### src/rtl/f1_pkg.sv
// Shared types and LFSR constants for the F1 start-light sequencer.
package f1_pkg;

   typedef enum logic [2:0] {
      IDLE,
      FILL,
      HOLD,
      GO,
      FAULT
   } f1_state_t;

   localparam int unsigned     LFSR_W    = 7;
   // x^7 + x^6 + 1: feedback from bits 6 and 5
   localparam logic [LFSR_W-1:0] LFSR_TAPS = 7'h60;
   localparam logic [LFSR_W-1:0] LFSR_SEED = 7'h01;

endpackage

### src/rtl/f1_start_seq_if.sv
// Trigger/react inputs and lamp/reaction outputs of the start-light sequencer.
interface f1_start_seq_if #(
   parameter int N_LIGHTS = 8,
   parameter int RT_W     = 16
);
   logic                trigger;
   logic                react;
   logic [N_LIGHTS-1:0] out;
   logic                busy;
   logic                jump_start;
   logic                react_valid;
   logic [RT_W-1:0]     react_time;

   modport master (
      output trigger, react,
      input  out, busy, jump_start, react_valid, react_time
   );

   modport slave (
      input  trigger, react,
      output out, busy, jump_start, react_valid, react_time
   );
endinterface

### src/rtl/f1_lfsr.sv
// Free-running 7-bit Fibonacci LFSR; never leaves the non-zero cycle of 127 states.
module f1_lfsr
   import f1_pkg::*;
(
   input  logic              clk,
   input  logic              rst,
   output logic [LFSR_W-1:0] value
);

   always_ff @(posedge clk) begin
      if (rst) begin
         value <= LFSR_SEED;
      end else begin
         value <= {value[LFSR_W-2:0], ^(value & LFSR_TAPS)};
      end
   end

endmodule

### src/rtl/f1_start_seq.sv
// F1 start-light sequencer: fill lamps, random hold, go, optional reaction timing.
// Reaction timer and jump-start detection are built only with F1_REACTION_TIMER_EN.
module f1_start_seq
   import f1_pkg::*;
#(
   parameter int N_LIGHTS        = 8,
   parameter int TICK_CYCLES     = 48,
   parameter int HOLD_MIN_CYCLES = 16,
   parameter int RT_W            = 16
) (
   input logic           clk,
   input logic           rst,
   f1_start_seq_if.slave bus
);

   localparam int LIT_W  = $clog2(N_LIGHTS + 1);
   localparam int TICK_W = $clog2(TICK_CYCLES + 1);
   localparam int HOLD_W = $clog2(HOLD_MIN_CYCLES + 128);

   f1_state_t          state, state_n;
   logic [LIT_W-1:0]   lit, lit_n;
   logic [TICK_W-1:0]  step, step_n;
   logic [HOLD_W-1:0]  hold_cnt, hold_n;
   logic [LFSR_W-1:0]  lfsr;
   logic               react_en;

   f1_lfsr u_lfsr (
      .clk   (clk),
      .rst   (rst),
      .value (lfsr)
   );

`ifdef F1_REACTION_TIMER_EN
   // Count value one short of all-ones: the next increment saturates and ends GO.
   localparam logic [RT_W-1:0] RT_LAST = {{(RT_W-1){1'b1}}, 1'b0};

   logic [RT_W-1:0] rcnt, rcnt_n;
   logic [RT_W-1:0] rt, rt_n;
   logic            rv, rv_n;

   assign react_en        = bus.react;
   assign bus.jump_start  = (state == FAULT);
   assign bus.react_valid = rv;
   assign bus.react_time  = rt;
`else
   logic unused_react;

   assign unused_react    = bus.react;
   assign react_en        = 1'b0;
   assign bus.jump_start  = 1'b0;
   assign bus.react_valid = 1'b0;
   assign bus.react_time  = '0;
`endif

   always_ff @(posedge clk) begin
      if (rst) begin
         state    <= IDLE;
         lit      <= '0;
         step     <= '0;
         hold_cnt <= '0;
`ifdef F1_REACTION_TIMER_EN
         rcnt     <= '0;
         rt       <= '0;
         rv       <= 1'b0;
`endif
      end else begin
         state    <= state_n;
         lit      <= lit_n;
         step     <= step_n;
         hold_cnt <= hold_n;
`ifdef F1_REACTION_TIMER_EN
         rcnt     <= rcnt_n;
         rt       <= rt_n;
         rv       <= rv_n;
`endif
      end
   end

   always_comb begin
      state_n = state;
      lit_n   = lit;
      step_n  = step;
      hold_n  = hold_cnt;
`ifdef F1_REACTION_TIMER_EN
      rcnt_n  = rcnt;
      rt_n    = rt;
      rv_n    = 1'b0;
`endif
      unique case (state)
         IDLE: begin
            if (bus.trigger) begin
               state_n = FILL;
               lit_n   = LIT_W'(1);
               step_n  = '0;
            end
         end
         FILL: begin
            if (react_en) begin
               state_n = FAULT;
            end else if (step == TICK_W'(TICK_CYCLES - 1)) begin
               step_n = '0;
               if (lit == LIT_W'(N_LIGHTS)) begin
                  state_n = HOLD;
                  hold_n  = HOLD_W'(HOLD_MIN_CYCLES - 1) + HOLD_W'(lfsr);
               end else begin
                  lit_n = lit + LIT_W'(1);
               end
            end else begin
               step_n = step + TICK_W'(1);
            end
         end
         HOLD: begin
            if (react_en) begin
               state_n = FAULT;
            end else if (hold_cnt == '0) begin
               state_n = GO;
`ifdef F1_REACTION_TIMER_EN
               rcnt_n  = '0;
`endif
            end else begin
               hold_n = hold_cnt - HOLD_W'(1);
            end
         end
         GO: begin
`ifdef F1_REACTION_TIMER_EN
            if (bus.react) begin
               state_n = IDLE;
               rt_n    = rcnt;
               rv_n    = 1'b1;
            end else if (rcnt == RT_LAST) begin
               state_n = IDLE;
               rt_n    = '1;
               rv_n    = 1'b1;
            end else begin
               rcnt_n = rcnt + RT_W'(1);
            end
`else
            state_n = IDLE;
`endif
         end
         FAULT: begin
            if (bus.trigger) state_n = IDLE;
         end
         default: state_n = IDLE;
      endcase
   end

   always_comb begin
      bus.out = '0;
      for (int unsigned i = 0; i < N_LIGHTS; i++) begin
         case (state)
            FILL:        bus.out[i] = (i < 32'(lit));
            HOLD, FAULT: bus.out[i] = 1'b1;
            default:     bus.out[i] = 1'b0;
         endcase
      end
   end

   assign bus.busy = (state != IDLE);

endmodule

### src/flat_wrapper.sv
// flat-port wrapper written by rule: the top's interface ports become plain ports
module f1_start_seq_flat import f1_pkg::*;
#(
   parameter int N_LIGHTS        = 8,
   parameter int TICK_CYCLES     = 48,
   parameter int HOLD_MIN_CYCLES = 16,
   parameter int RT_W            = 16
)
  (clk, rst, bus_trigger, bus_react, bus_out, bus_busy, bus_jump_start, bus_react_valid, bus_react_time);
  f1_start_seq_if #(.N_LIGHTS(N_LIGHTS), .RT_W(RT_W)) bus_i ();
  input logic clk;
  input logic rst;
  input wire logic [$bits(bus_i.trigger)-1:0] bus_trigger;
  input wire logic [$bits(bus_i.react)-1:0] bus_react;
  output wire logic [$bits(bus_i.out)-1:0] bus_out;
  output wire logic [$bits(bus_i.busy)-1:0] bus_busy;
  output wire logic [$bits(bus_i.jump_start)-1:0] bus_jump_start;
  output wire logic [$bits(bus_i.react_valid)-1:0] bus_react_valid;
  output wire logic [$bits(bus_i.react_time)-1:0] bus_react_time;
  assign bus_i.trigger = bus_trigger;
  assign bus_i.react = bus_react;
  assign bus_out = bus_i.out;
  assign bus_busy = bus_i.busy;
  assign bus_jump_start = bus_i.jump_start;
  assign bus_react_valid = bus_i.react_valid;
  assign bus_react_time = bus_i.react_time;
  f1_start_seq #(.N_LIGHTS(N_LIGHTS), .TICK_CYCLES(TICK_CYCLES), .HOLD_MIN_CYCLES(HOLD_MIN_CYCLES), .RT_W(RT_W)) u_core (.clk(clk), .rst(rst), .bus(bus_i));
endmodule
### config.mk
export PLATFORM = sky130hd
export DESIGN_NAME = f1_start_seq_flat
export DESIGN_NICKNAME = d
export VERILOG_FILES = /design/src/rtl/f1_pkg.sv /design/src/rtl/f1_start_seq_if.sv /design/src/rtl/f1_lfsr.sv /design/src/rtl/f1_start_seq.sv /design/src/flat_wrapper.sv
export SDC_FILE = /design/constraint.sdc
export NUM_CORES = 1
export LEC_CHECK = 0
export CAP_MARGIN = 20
export CORE_MARGIN = 1.5
export CORE_UTILIZATION = 35
export DETAILED_ROUTE_END_ITERATION = 12
export GPL_TIMING_DRIVEN = 0
export SETUP_SLACK_MARGIN = 0.05
export SKIP_CTS_REPAIR_TIMING = 1
export SYNTH_ARGS = -nofsm -noshare
export SYNTH_HDL_FRONTEND = slang
export SYNTH_SLANG_ARGS = --single-unit
### constraint.sdc
create_clock -name clk -period 2.2 [get_ports clk]
set_input_delay 0.44 -clock clk [delete_from_list [all_inputs] [get_ports clk]]
set_output_delay 0.44 -clock clk [all_outputs]
set_load 0.02 [all_outputs]
==> reports/metrics.yaml, run 1 <==
global_route:
  antenna_found_initial: 0
  grt_max_degree: 15
  grt_pass1_wl_mm: 6.70
  grt_usage_pct: 14.0
  grt_overflow_total: 0
  grt_pass1_vias: 1457
drt:
  wl_per_cell_um: 12.2
  via_per_inst: 4.97
  top_layer: "met4"
  ant_nets: 0
  route.vias.total: 1659
  dr.pass1.iters: 4
  wl_mm: 4.07
  drt-met1-wl_mm: 2.03
  wl_met2_mm: 1.85
  drt_first_iter_violations: 101
  drc_errors: 0
  dr_wl_met3_um: 122
logic_synthesis:
  synth_edf_count: 0
  ys_types: 55
  netlist_instances: 225
  synth_warnings: 0
  synth_seq_area_share_pct: 29.1
  synth-seq-cells: 27
  avgSynthCellArea_um2: 8.27
  synth_top_flop_cell: "dfxtp_1"
  netlist_area_um2: 1860
  synth-async-reset-ratio_pct: 0
job:
  max_cap_violations: 0
clocking:
  cts_max_path_buffers: 2
  htree_levels: 1
  cts_tree: "yes"
  clk_latency_ns: 0.28
  cts_buffers: 3
  path_clk_slew_ns: 0.09
  cts_root_buffer: "clkbuf_8"
  cts_sinks: 27
place:
  pre_cts_ws_ns: -0.471
  dp_hpwl_mm: 2.99
  routabilityCongestion: 0.769
  io_buffers: 11
  placed_cells: 323
pwr:
  peakVddDrop_v: 0.000385
  power.total_w: 0.00224
  p_per_area_nw_per_um2: 991
  power.leakage_nw: 0.949
final_layout:
  fin_util_pct: 44.2
  fin_nets: 281
  final_cells: 334
  drive_above_1_share_pct: 21.6
  area_growth_pct: 21.3
  antenna_cells: 0
  nFillCells: 523
timing:
  setup_violations: 0
  fin_skew_ns: 0.00384
  fin_tns_setup_ns: 0
  slew_violations: 0
  slew_headroom_pct: 50.6
  fin_crit_sh_pct: 97.3
  rsz0062_at_grt: "true"
  clock.fmax_ghz: 0.467
  hold_viol: 0
  worstMarginPinSlew_ns: 0.720
  fin_crit_ns: 2.14
  fin_ws_ns: 0.0593
die:
  io_pins: 31
  die_x_um: 75.9
  core_area_um2: 5110
  num_rows: 26
  die_area_um2: 5760
  fp.dieH_um: 75.9
  initial_core_util_pct: 36.4
worst_setup_path:
  cp.arrival_ns: 1.70
  slowest_stage: "dfxtp_4"
  crit_end: "bus_out[2]"
  cpPeakStageDelay_ns: 0.37
  rr_endpoint: "u_core.lit[2]$_SDFFE_PP0P_"
  path_cells: "inv_4 > ha_4 > and2_4 > o21ai_4 > inv_2 > a31oi_4 > o21ai_1 > buf_4"
  worst-setup-path-type: "flip-flop to primary output"
  worstRegToRegCells: 8
  cp.required_ns: 1.76
  r2r_setup_slack_ns: 0.24
  cp-start-kind: "flip-flop"
  crit_start: "u_core.state[1]$_SDFFE_PP0P_"
  worstPathMaxFanout: 5
  end_kind: "primary output"
  reg2reg_from: "u_core.state[1]$_SDFFE_PP0P_"
status:
  outcome: "completed"
min_path:
  min_path_type: "flip-flop to flip-flop"
-- report_power, final --
| part | switching (W) | total, W | internal, W |
|---|---|---|---|
| Clock | 0.000158 | 0.000288 | 0.000130 |
| Combinational | 0.000745 | 0.00128 | 0.000531 |
| Sequential | 0.0000969 | 0.000672 | 0.000576 |
| Total | 0.00100 | 0.00224 | 0.00124 |
-- cell usage in the layout (no fill, tap or decap), drive strengths merged, types with 3 or more instances in the layout --
cell | synthesis | final
buf | 19 | 31
nand3 | 8 | 8
nand4 | 3 | 3
nor3 | 10 | 10
conb | 1 | 18
o32ai | 3 | 3
a31oi | 6 | 6
dfxtp | 27 | 27
nand2b | 7 | 7
nand2 | 10 | 10
inv | 14 | 14
nor4 | 4 | 4
clkbuf | 7 | 13
ha | 12 | 12
xnor2 | 4 | 4
or3 | 4 | 4
o31ai | 4 | 4
a21oi | 9 | 9
mux2i | 5 | 5
nor2 | 14 | 14
nor2b | 7 | 7
clkdlybuf4s50 | 0 | 3
o21ai | 10 | 10
-- cells in the mapped netlist (2+ instances only) --
cell type / count / share of area (%)
nor2b_1: 7 / 2.4
o21ai_0: 9 / 2.4
dfxtp_1: 27 / 29
or4_1: 2 / 0.81
o211a_1: 2 / 1.1
a21oi_1: 9 / 2.4
nand3b_1: 2 / 0.81
nand2_1: 10 / 2.0
o41ai_1: 2 / 0.94
buf_4: 18 / 7.3
o31ai_1: 3 / 1.2
inv_1: 14 / 2.8
o32ai_1: 2 / 0.94
nor3_1: 10 / 2.7
o31a_1: 2 / 0.94
xnor2_1: 4 / 1.9
nor2_1: 14 / 2.8
nor3b_1: 2 / 0.81
nor4b_1: 2 / 0.94
a211oi_1: 2 / 0.81
nand3_1: 7 / 1.9
nand2b_1: 7 / 2.4
and2_1: 2 / 0.67
mux2i_1: 5 / 2.7
o21a_1: 2 / 0.81
clkbuf_1: 7 / 1.4
or3_1: 3 / 1.0
nor4_1: 4 / 1.3
nand4_1: 3 / 1.0
a31oi_1: 6 / 2.0
ha_1: 12 / 8.1
-- kinds of logic (layout without fill, tap and decap cells) --
group,Yosys count,count (layout),synth area share (%)
xor gates and xnor gates,5,5,2.35
AOI/OAI and AO/OA,53,53,20.4
buffers and inverters,40,62,12.1
muxes,5,5,2.69
other,1,18,0.202
DFF,27,27,29.1
adders and majority gates,12,12,8.07
and+or+nand+nor,82,82,25.1
-- metrics by stage --
stage	area (um2)	hold slack [ns]
CTS	2170	0.490
floorplan	1920	0.448
finish	2260	0.490
global route	2260	0.520
detailed placement	2120	0.475
global placement	2120	0.475
-- worst max-delay path: cells and delay by family, from the launching register on --
family	cells	cell delay, ns
compound gates	3	0.44
flops	1	0.37
buf+inv	3	0.27
fa+ha+maj	1	0.16
simple gates	1	0.16
-- layer usage --
metal | vias to the layer above | global-route usage [%]
li1 | 866 | -
met1 | 753 | 18.6
met2 | 34 | 23.4
met3 | 6 | 1.81
met4 | 0 | 4.63
met5 | - | 0
-- state kept, by name, indices dropped and copies added, names as in the netlist --
signal	cells
u_core.hold_cnt	8
u_core.u_lfsr.value	7
u_core.step	6
u_core.lit	4
u_core.state	2
-- cell type report --
cell class	instances	area, um2	share of cell area (%)
well taps	70	87.6	3.88
repair buffers	18	139	6.15
clock buffers	4	45.0	2.00
multi-input cells	175	1200	53.4
inverters	14	55.1	2.44
flip-flops and latches	27	546	24.2
plain buffers	26	180	7.98
-- worst min path at each step --
| stage | start | end | slack, ns | depth (start not counted) |
|---|---|---|---|---|
| final | u_core.u_lfsr.value[1]$_SDFF_PP0_ | u_core.u_lfsr.value[2]$_SDFF_PP0_ | 0.49 | 2 |
| after global placement | u_core.u_lfsr.value[1]$_SDFF_PP0_ | u_core.u_lfsr.value[2]$_SDFF_PP0_ | 0.47 | 2 |
| after CTS | u_core.u_lfsr.value[1]$_SDFF_PP0_ | u_core.u_lfsr.value[2]$_SDFF_PP0_ | 0.49 | 2 |
| after detailed placement | u_core.u_lfsr.value[1]$_SDFF_PP0_ | u_core.u_lfsr.value[2]$_SDFF_PP0_ | 0.48 | 2 |
| after global routing | u_core.hold_cnt[1]$_SDFFE_PP0P_ | u_core.hold_cnt[1]$_SDFFE_PP0P_ | 0.52 | 2 |
| after floorplan | u_core.u_lfsr.value[1]$_SDFF_PP0_ | u_core.u_lfsr.value[2]$_SDFF_PP0_ | 0.45 | 2 |
Note: power is estimated with default switching activity, not from simulation.
==> run 2, diff against run 1 <==
--- a/config.mk
+++ b/config.mk
@@ -5,11 +5,11 @@
 export SDC_FILE = /design/constraint.sdc
 export NUM_CORES = 1
 export LEC_CHECK = 0
+export ABC_CLOCK_PERIOD_IN_PS = 2200
 export CAP_MARGIN = 20
 export CORE_MARGIN = 1.5
 export CORE_UTILIZATION = 35
 export DETAILED_ROUTE_END_ITERATION = 12
-export GPL_TIMING_DRIVEN = 0
 export SETUP_SLACK_MARGIN = 0.05
 export SKIP_CTS_REPAIR_TIMING = 1
 export SYNTH_ARGS = -nofsm -noshare
==> run 2 against run 1 <==
Effect of this change: total power is 0.15% higher; hold slack lost 0.0049 ns; sequential share of layout area rose by 1.1 points; worst setup slack improved by 0.054 ns; sequential power shrank 3%; critical path type unchanged.
==> reports/metrics.yaml, run 2 (same netlist as run 1, synthesis figures left out) <==
status:
  outcome: "completed"  # unchanged
timing:
  slew_violations: 0  # unchanged
  worstMarginPinSlew_ns: 0.723  # was 0.720 ns
  hold_viol: 0  # unchanged
  setup_violations: 0  # unchanged
  fin_crit_sh_pct: 94.8  # was 97.3%
  rsz0062_at_grt: "true"  # unchanged
  slew_headroom_pct: 50.4  # was 50.6%
  clock.fmax_ghz: 0.479  # was 0.467 GHz
  fin_skew_ns: 0.00696  # was 0.00384 ns
  fin_tns_setup_ns: 0  # unchanged
  fin_ws_ns: 0.114  # was 0.0593 ns
  fin_crit_ns: 2.09  # was 2.14 ns
pwr:
  power.total_w: 0.00224  # about the same
  power.leakage_nw: 0.887  # was 0.949 nW
  peakVddDrop_v: 0.000443  # was 0.000385 V
  p_per_area_nw_per_um2: 1040  # was 991 nW/um2
place:
  placed_cells: 312  # was 323
  dp_hpwl_mm: 2.78  # was 2.99 mm
  io_buffers: 11  # unchanged
  routabilityCongestion: 0.846  # was 0.769
  pre_cts_ws_ns: -0.257  # was -0.471 ns
final_layout:
  drive_above_1_share_pct: 17.9  # was 21.6%
  final_common_cell: "dfxtp_1"  # was buf_4
  largestRegisters: "u_core.hold_cnt x8, u_core.u_lfsr.value x7, u_core.step x6"  # unchanged
  final_cells: 316  # was 334
  antenna_cells: 0  # unchanged
  nFillCells: 547  # was 523
  area_growth_pct: 15.5  # was 21.3%
  fin_nets: 263  # was 281
  mostFrequentLayoutCells: "dfxtp_1 (25), conb_1 (18), buf_4 (15)"  # was buf_4 (27), dfxtp_1 (25), conb_1 (18)
  top_register: "u_core.hold_cnt"  # unchanged
  largest_reg_flops: 8  # unchanged
drt:
  drt_first_iter_violations: 99  # was 101
  ant_nets: 0  # unchanged
  via_per_inst: 4.90  # was 4.97
  wl_per_cell_um: 11.9  # was 12.2 um
  route.vias.total: 1548  # was 1659
  drc_errors: 0  # unchanged
  dr.pass1.iters: 4  # unchanged
  wl_mm: 3.77  # was 4.07 mm
clocking:
  htree_levels: 1  # unchanged
  cts_tree: "yes"  # unchanged
  path_clk_slew_ns: 0.10  # was 0.09 ns
  cts_sinks: 27  # unchanged
  cts_buffers: 3  # unchanged
  clk_latency_ns: 0.28  # about the same
  cts_max_path_buffers: 2  # unchanged
  cts_root_buffer: "clkbuf_8"  # unchanged
die:
  die_area_um2: 5760  # unchanged
  num_rows: 26  # unchanged
  die_x_um: 75.9  # unchanged
  fp.dieH_um: 75.9  # unchanged
  initial_core_util_pct: 36.4  # unchanged
  core_area_um2: 5110  # unchanged
  io_pins: 31  # unchanged
min_path:
  min_path_type: "flip-flop to flip-flop"  # unchanged
  hold_path.startpoint: "u_core.u_lfsr.value[1]$_SDFF_PP0_"  # unchanged
  holdPathStages: 2  # unchanged
  min_to: "u_core.u_lfsr.value[2]$_SDFF_PP0_"  # unchanged
worst_setup_path:
  cp.arrival_ns: 1.65  # was 1.70 ns
  cp-start-kind: "flip-flop"  # unchanged
  rr_endpoint: "u_core.hold_cnt[5]$_SDFFE_PP0P_"  # was u_core.lit[2]$_SDFFE_PP0P_
  reg2reg_from: "u_core.state[0]$_SDFFE_PP0P_"  # was u_core.state[1]$_SDFFE_PP0P_
  slowest_stage: "dfxtp_2"  # was dfxtp_4
  cpPeakStageDelay_ns: 0.38  # was 0.37 ns
  worstPathMaxFanout: 5  # unchanged
  path_cells: "inv_1 > ha_2 > o21ai_4 > inv_2 > a31oi_4 > o21ai_1 > buf_4"  # was inv_4 > ha_4 > and2_4 > o21ai_4 > inv_2 > a31oi_4 > o21ai_1 > buf_4
  cp.required_ns: 1.76  # about the same
  end_kind: "primary output"  # unchanged
  r2r_setup_slack_ns: 0.22  # was 0.24 ns
  worst-setup-path-type: "flip-flop to primary output"  # unchanged
  worstRegToRegCells: 7  # was 8
global_route:
  grt_pass1_vias: 1374  # was 1457
  grt_max_degree: 21  # was 15
  antenna_found_initial: 0  # unchanged
  grt_pass1_wl_mm: 6.24  # was 6.70 mm
  grt_usage_pct: 13.0  # was 14.0%
  grt_overflow_total: 0  # unchanged
job:
  max_cap_violations: 0  # unchanged
run 2: layout make-up:
| type | instances | area, um2 | share of cell area, % |
|---|---|---|---|
| multi-input combinational | 175 | 1210 | 56.6 |
| clock buffer | 4 | 45.0 | 2.10 |
| sequential | 27 | 543 | 25.3 |
| inverter | 14 | 52.6 | 2.45 |
| timing repair buffer | 26 | 205 | 9.55 |
| tap | 70 | 87.6 | 4.08 |
run 2: worst max-delay path, delay by kind of cell (launching register included):
kind / cells / cell delay (ns)
buffers and inverters: 3 / 0.33
adder cells (fa/ha/maj): 1 / 0.23
flip-flops: 1 / 0.38
AO/OA/AOI/OAI: 3 / 0.44
run 2: worst max path at each step:
stage	endpoint	cells after the start	startpoint
4_1_cts	bus_out[1]	8	u_core.state[1]$_SDFFE_PP0P_
6_report	bus_out[2]	7	u_core.state[0]$_SDFFE_PP0P_
5_1_grt	bus_out[2]	8	u_core.state[1]$_SDFFE_PP0P_
2_1_floorplan	bus_out[1]	7	u_core.state[1]$_SDFFE_PP0P_
3_5_place_dp	bus_out[1]	8	u_core.state[1]$_SDFFE_PP0P_
3_3_place_gp	bus_out[2]	8	u_core.state[1]$_SDFFE_PP0P_
run 2: layer usage:
metal	part of all wire (%)	GRT usage, %	routed length (um)
met1	50	17.8	1890
met2	46	21.1	1740
met3	2.1	1.45	79
met4	1.5	5.00	55
met5	0	0	0
run 2: power by group:
group	leakage (nW)	switching, W	internal, W
Clock	0.0228	0.000162	0.000130
Sequential	0.221	0.0000819	0.000573
Combinational	0.644	0.000743	0.000550
run 2: stage by stage:
step / cell area, um2 / utilization, % / hold WS, ns
after floorplan: 1920 / - / 0.448
after global placement: 2060 / 40.4 / 0.472
after detailed placement: 2060 / 40.4 / 0.475
after CTS: 2110 / 41.3 / 0.489
after global routing: 2150 / 42.1 / 0.522
final: 2150 / 42.1 / 0.485
